## src/rtl/si_arith_pkg.sv

```systemverilog
// Shared helpers for the signed quantized-arithmetic datapath: saturation,
// rounding constant, and the default requantization multiplier.
package si_arith_pkg;

  localparam int unsigned MAX_W = 128;
  localparam logic [31:0] M0_DEFAULT    = 32'd1932735283;
  localparam int unsigned SHIFT_DEFAULT = 10;

  // Clamp a sign-extended value to the signed range of a w-bit word.
  function automatic logic signed [MAX_W-1:0] sat_to(input logic signed [MAX_W-1:0] x,
                                                      input int unsigned w);
    logic signed [MAX_W-1:0] mx;
    logic signed [MAX_W-1:0] mn;
    mx = (MAX_W'(1) << (w - 1)) - MAX_W'(1);
    mn = ~mx;
    if (x > mx)      sat_to = mx;
    else if (x < mn) sat_to = mn;
    else             sat_to = x;
  endfunction

  // Half-LSB of the final result, added before the arithmetic right shift.
  function automatic logic [MAX_W-1:0] round_const(input int unsigned shift);
    round_const = MAX_W'(1) << (31 + shift);
  endfunction

endpackage

```

## src/rtl/si_requant.sv

```systemverilog
// Combinational downscale: x * M0 / 2^(32+SHIFT), round-half-up, saturate to N_OUT.
module si_requant
  import si_arith_pkg::*;
#(
  parameter int unsigned N       = 32,
  parameter int unsigned N_OUT   = 8,
  parameter logic [31:0] M0_0Q32 = M0_DEFAULT,
  parameter int unsigned SHIFT   = SHIFT_DEFAULT
) (
  input  logic signed [N-1:0]     x,
  output logic signed [N_OUT-1:0] q
);

  localparam int unsigned PW = N + 33;
  localparam int unsigned SW = PW + 1;

  logic signed [PW-1:0] x_ext;
  logic signed [PW-1:0] m_ext;
  logic signed [PW-1:0] p;
  logic signed [SW-1:0] biased;
  logic signed [SW-1:0] r;

  always_comb begin
    x_ext  = PW'(x);
    m_ext  = PW'($signed({1'b0, M0_0Q32}));
    p      = x_ext * m_ext;
    biased = SW'(p) + $signed(SW'(round_const(SHIFT)));
    r      = biased >>> (32 + SHIFT);
    q      = N_OUT'(sat_to(MAX_W'(r), N_OUT));
  end

endmodule

```

## src/rtl/si_quant_arith.sv

```systemverilog
// Two-stage signed MAC datapath: saturating multiply/accumulate, then requantize.
module si_quant_arith
  import si_arith_pkg::*;
#(
  parameter int unsigned N       = 32,
  parameter int unsigned N_OUT   = 8,
  parameter logic [31:0] M0_0Q32 = M0_DEFAULT,
  parameter int unsigned SHIFT   = SHIFT_DEFAULT
) (
  input  logic                    clk,
  input  logic                    reset,
  input  logic                    in_valid,
  input  logic signed [N-1:0]     a,
  input  logic signed [N-1:0]     b,
  input  logic signed [N-1:0]     c,
  output logic signed [N-1:0]     mpy_out,
  output logic signed [N-1:0]     add_out,
  output logic                    s1_valid,
  output logic signed [N_OUT-1:0] q_out,
  output logic                    s2_valid
);

  localparam int unsigned PRW = 2 * N;
  localparam int unsigned SMW = N + 1;

  if (SHIFT > 31 || N_OUT > N) begin : g_bad_params
    $error("si_quant_arith: illegal SHIFT or N_OUT");
  end

  logic signed [PRW-1:0]   prod;
  logic signed [N-1:0]     mpy_sat;
  logic signed [SMW-1:0]   sum;
  logic signed [N-1:0]     add_sat;
  logic signed [N_OUT-1:0] q_c;

  // Stage 1 combinational: exact product and widened sum, each clamped to N bits.
  always_comb begin
    prod    = PRW'(a) * PRW'(b);
    mpy_sat = N'(sat_to(MAX_W'(prod), N));
    sum     = SMW'(c) + SMW'(mpy_sat);
    add_sat = N'(sat_to(MAX_W'(sum), N));
  end

  si_requant #(
    .N       (N),
    .N_OUT   (N_OUT),
    .M0_0Q32 (M0_0Q32),
    .SHIFT   (SHIFT)
  ) u_requant (
    .x (add_out),
    .q (q_c)
  );

  always_ff @(posedge clk) begin
    if (reset) begin
      mpy_out  <= '0;
      add_out  <= '0;
      s1_valid <= 1'b0;
      q_out    <= '0;
      s2_valid <= 1'b0;
    end else begin
      s1_valid <= in_valid;
      s2_valid <= s1_valid;
      if (in_valid) begin
        mpy_out <= mpy_sat;
        add_out <= add_sat;
      end
      if (s1_valid) q_out <= q_c;
    end
  end

endmodule

```

## config.mk

```make
export PLATFORM = sky130hd
export DESIGN_NAME = si_quant_arith
export DESIGN_NICKNAME = d
export VERILOG_FILES = /design/src/rtl/si_arith_pkg.sv /design/src/rtl/si_requant.sv /design/src/rtl/si_quant_arith.sv
export SDC_FILE = /design/constraint.sdc
export NUM_CORES = 2
export LEC_CHECK = 0
export CAP_MARGIN = 20
export CORE_MARGIN = 2
export CORE_UTILIZATION = 40
export CTS_BUF_LIST = sky130_fd_sc_hd__clkbuf_2 sky130_fd_sc_hd__clkbuf_4 sky130_fd_sc_hd__clkbuf_8
export CTS_CLUSTER_SIZE = 16
export DETAILED_ROUTE_END_ITERATION = 8
export GPL_ROUTABILITY_DRIVEN = 0
export SYNTH_ARGS = -nofsm -noshare
export SYNTH_HDL_FRONTEND = slang
export SYNTH_HIERARCHICAL = 1
export SYNTH_SLANG_ARGS = --single-unit
export TNS_END_PERCENT = 10
```

## constraint.sdc

```tcl
create_clock -name clk -period 35.3 [get_ports clk]
set_clock_uncertainty 0.15 [all_clocks]
set_input_delay 7.06 -clock clk [delete_from_list [all_inputs] [get_ports clk]]
set_output_delay 7.06 -clock clk [all_outputs]
set_load 0.02 [all_outputs]
```

==> out/results.txt <==
Row Count: 143
fin nets: 8821
core area: 151000 sq um
Post-Syn Nets: 8818
# IOs: 173
die footprint: 155000 sq um
most frequent CP cell: fa_1
setup bufs post-CTS: 0
CTS Buf Count: 9
FF+latch count, synth: 74
hold path start: add_out[27]
Clk Latency, worst-skew pair: 0.37 ns
Worst Path Max Fanout: 32
vias in the first global route: 48800
share of cells above drive strength 1: 2.59%
Root Buffer: clkbuf_8
first-pass GRT wire length: 285000 um
Synth Area per Inst: 9.18 sq um
number of hold buffers added after cts: 0
CTS sink cnt: 74
CTS clk-pin slew, worst paths: 0.07 ns
synthesized area: 60800 sq um
Routed WL: 179000 um
drt drc: 0
Starting Density: 40.2%
hold crit path type: flop to flop
area leader, netlist: fa_1
Fin Setup TNS: 0 ns
synth warn: 6
DRT antenna net count: 0
status: completed
critical path's largest stage delay: 1.02 ns
Die Ht: 394 um
initial antenna violation count: 10
GR Overflow Total: 0
CTS tree: built
R2R Setup Slk: 25.45 ns
CTS Buffer Depth: 2
DR vias: 45000
drt via density: 5.19
CP endpoint kind: flop
RSZ-0062 raised after global routing: false
Max-slew headroom: 31.3%
Synth area leaders: fa_1, ha_1, inv_1
PostCTS Resize Cnt: 0
DPL Wire Length: 151000 um
wire length per cell: 20.6 um
Mapped Cells: 6627
fin. max-slew vios: 0
Synth cell types: 96
Worst Reg2Reg Path Length in Cells: 26
Area Overhead vs Synth: 6.71%
slowest stage cell on the critical path: fa_1
EDFF count, synth: 0
Synth Flop Type: dfxtp_1
total track usage: 23.6%
Die W: 394 um
Max Fclk: 46.8 MHz
WP data required: 35.37 ns
Startpoint Class: input pin
CP arrival: 21.43 ns
clock period minus worst slack: 21.36 ns
hold depth: 2
Tightest Pin Transition: 1.03 ns
Final setup viols: 0
Buffers on Ports: 172
R2R Path End: q_out[0]
share of the synthesized area in the top cell type: 50.7%
Max H-tree Level: 3
Initial DRT Pass Iterations: 6
largest net degree at the start of global routing: 63
worst r2r src: add_out[30]
initial DRC count: 3410
WS Path Type: input pin to flop
maxcap violations: 0
Hold Crit Endpoint: add_out[27]
Hold Vio Cnt, Final: 0
Post-synth ARST share: 0%
Seq/Total Area, Yosys: 2.44%
fin crit share: 60.5%
state kept, by name, indices dropped and copies added (netlist names):
| signal | cells |
|---|---|
| s2_valid | 1 |
| s1_valid | 1 |
| q_out | 8 |
| add_out | 32 |
| mpy_out | 32 |
layout by cell type, fill, tap and decap left out, types with 16 or more instances in the layout:
cell type / instances
inv_1: 1718
fa_1: 1541
nand2_1: 690
ha_1: 551
and2_1: 516
a21oi_1: 172
nor2_1: 162
clkdlybuf4s50_1: 160
o21ai_0: 139
buf_4: 88
xnor2_1: 86
dfxtp_1: 73
xor2_1: 67
a21o_1: 51
nand4_1: 44
nand3_1: 43
nor3_1: 38
a31oi_1: 35
a211oi_1: 32
nand2b_1: 32
o211ai_1: 31
o311ai_1: 31
o21a_1: 25
o21ai_1: 20
and3_1: 18
maj3_1: 18
o21bai_1: 16
per-layer routing:
metal,global-route usage (%),up-vias,routed length [um]
li1,-,19800,-
met1,33.2,23400,78200
met2,38.2,1633,83200
met3,3.46,203,12500
met4,5.71,6,4750
met5,0,-,37
synth_stat cells, types with 32 or more instances:
cell and count:
o311ai_1 32, a211oi_1 32, o21ai_0 139, nor2_1 163, a21o_1 51, fa_1 1541
nand2b_1 32, clkbuf_1 244, xor2_1 67, nand2_1 690, dfxtp_1 74, inv_1 1718
ha_1 551, and2_1 516, nand3_1 43, a21oi_1 172, nand4_1 44, nor3_1 38
a31oi_1 35, xnor2_1 86
cells by family (layout without fill, tap and decap cells):
| group | Yosys count | count (layout) | synth area share, % |
|---|---|---|---|
| other cells | 0 | 6 | 0 |
| xor+xnor | 153 | 153 | 2.20 |
| fa+ha+maj | 2110 | 2110 | 62.4 |
| simple gates | 1625 | 1625 | 13.2 |
| mux | 13 | 13 | 0.214 |
| buf+inv | 1988 | 1996 | 12.4 |
| flops | 74 | 74 | 2.44 |
| compound gates | 664 | 664 | 7.23 |
metrics by stage:
| stage | util [%] | instances | instance area (sq um) | worst slack, ns | hold WS (ns) |
|---|---|---|---|---|---|
| floorplan | - | 6627 | 60800 | 16.36 | 0.410 |
| global placement | 42.7 | 8648 | 64600 | 13.78 | 0.318 |
| detailed placement | 42.7 | 8649 | 64700 | 13.69 | 0.331 |
| CTS | 42.9 | 8665 | 64900 | 14.03 | 0.341 |
| global route | 42.9 | 8670 | 64900 | 13.03 | 0.378 |
| finish | 42.9 | 8671 | 64900 | 13.94 | 0.340 |
worst max-delay path by stage:
| stage | end | from | slack, ns | depth (start not counted) |
|---|---|---|---|---|
| CTS | add_out[29] | b[2] | 14.03 | 41 |
| floorplan | add_out[29] | a[31] | 16.36 | 45 |
| finish | add_out[29] | b[2] | 13.94 | 41 |
| detailed placement | add_out[29] | b[2] | 13.69 | 41 |
| global route | add_out[29] | b[2] | 13.03 | 42 |
| global placement | add_out[26] | b[2] | 13.78 | 42 |
layout make-up:
type | count | area [sq um]
Inverter | 1720 | 6460
Clock buffer | 10 | 131
Sequential cell | 74 | 1480
Timing Repair Buffer | 260 | 2320
Multi-Input combinational cell | 4565 | 51800
Antenna cell | 6 | 15.0
Clock inverter | 6 | 90.1
Fill cell | 15000 | 86500
Tap cell | 2030 | 2540
critical path: cells and delay by family:
family	cells	cell delay [ns]
adder cells (fa/ha/maj)	10	5.70
AO/OA/AOI/OAI	17	5.21
buffers and inverters	6	1.90
AND/OR/NAND/NOR	7	1.36
XOR/XNOR	1	0.14
Power is left out: the tool's default activity adds up to more than one toggle a clock period on the data nets, which glitch-free logic cannot reach.
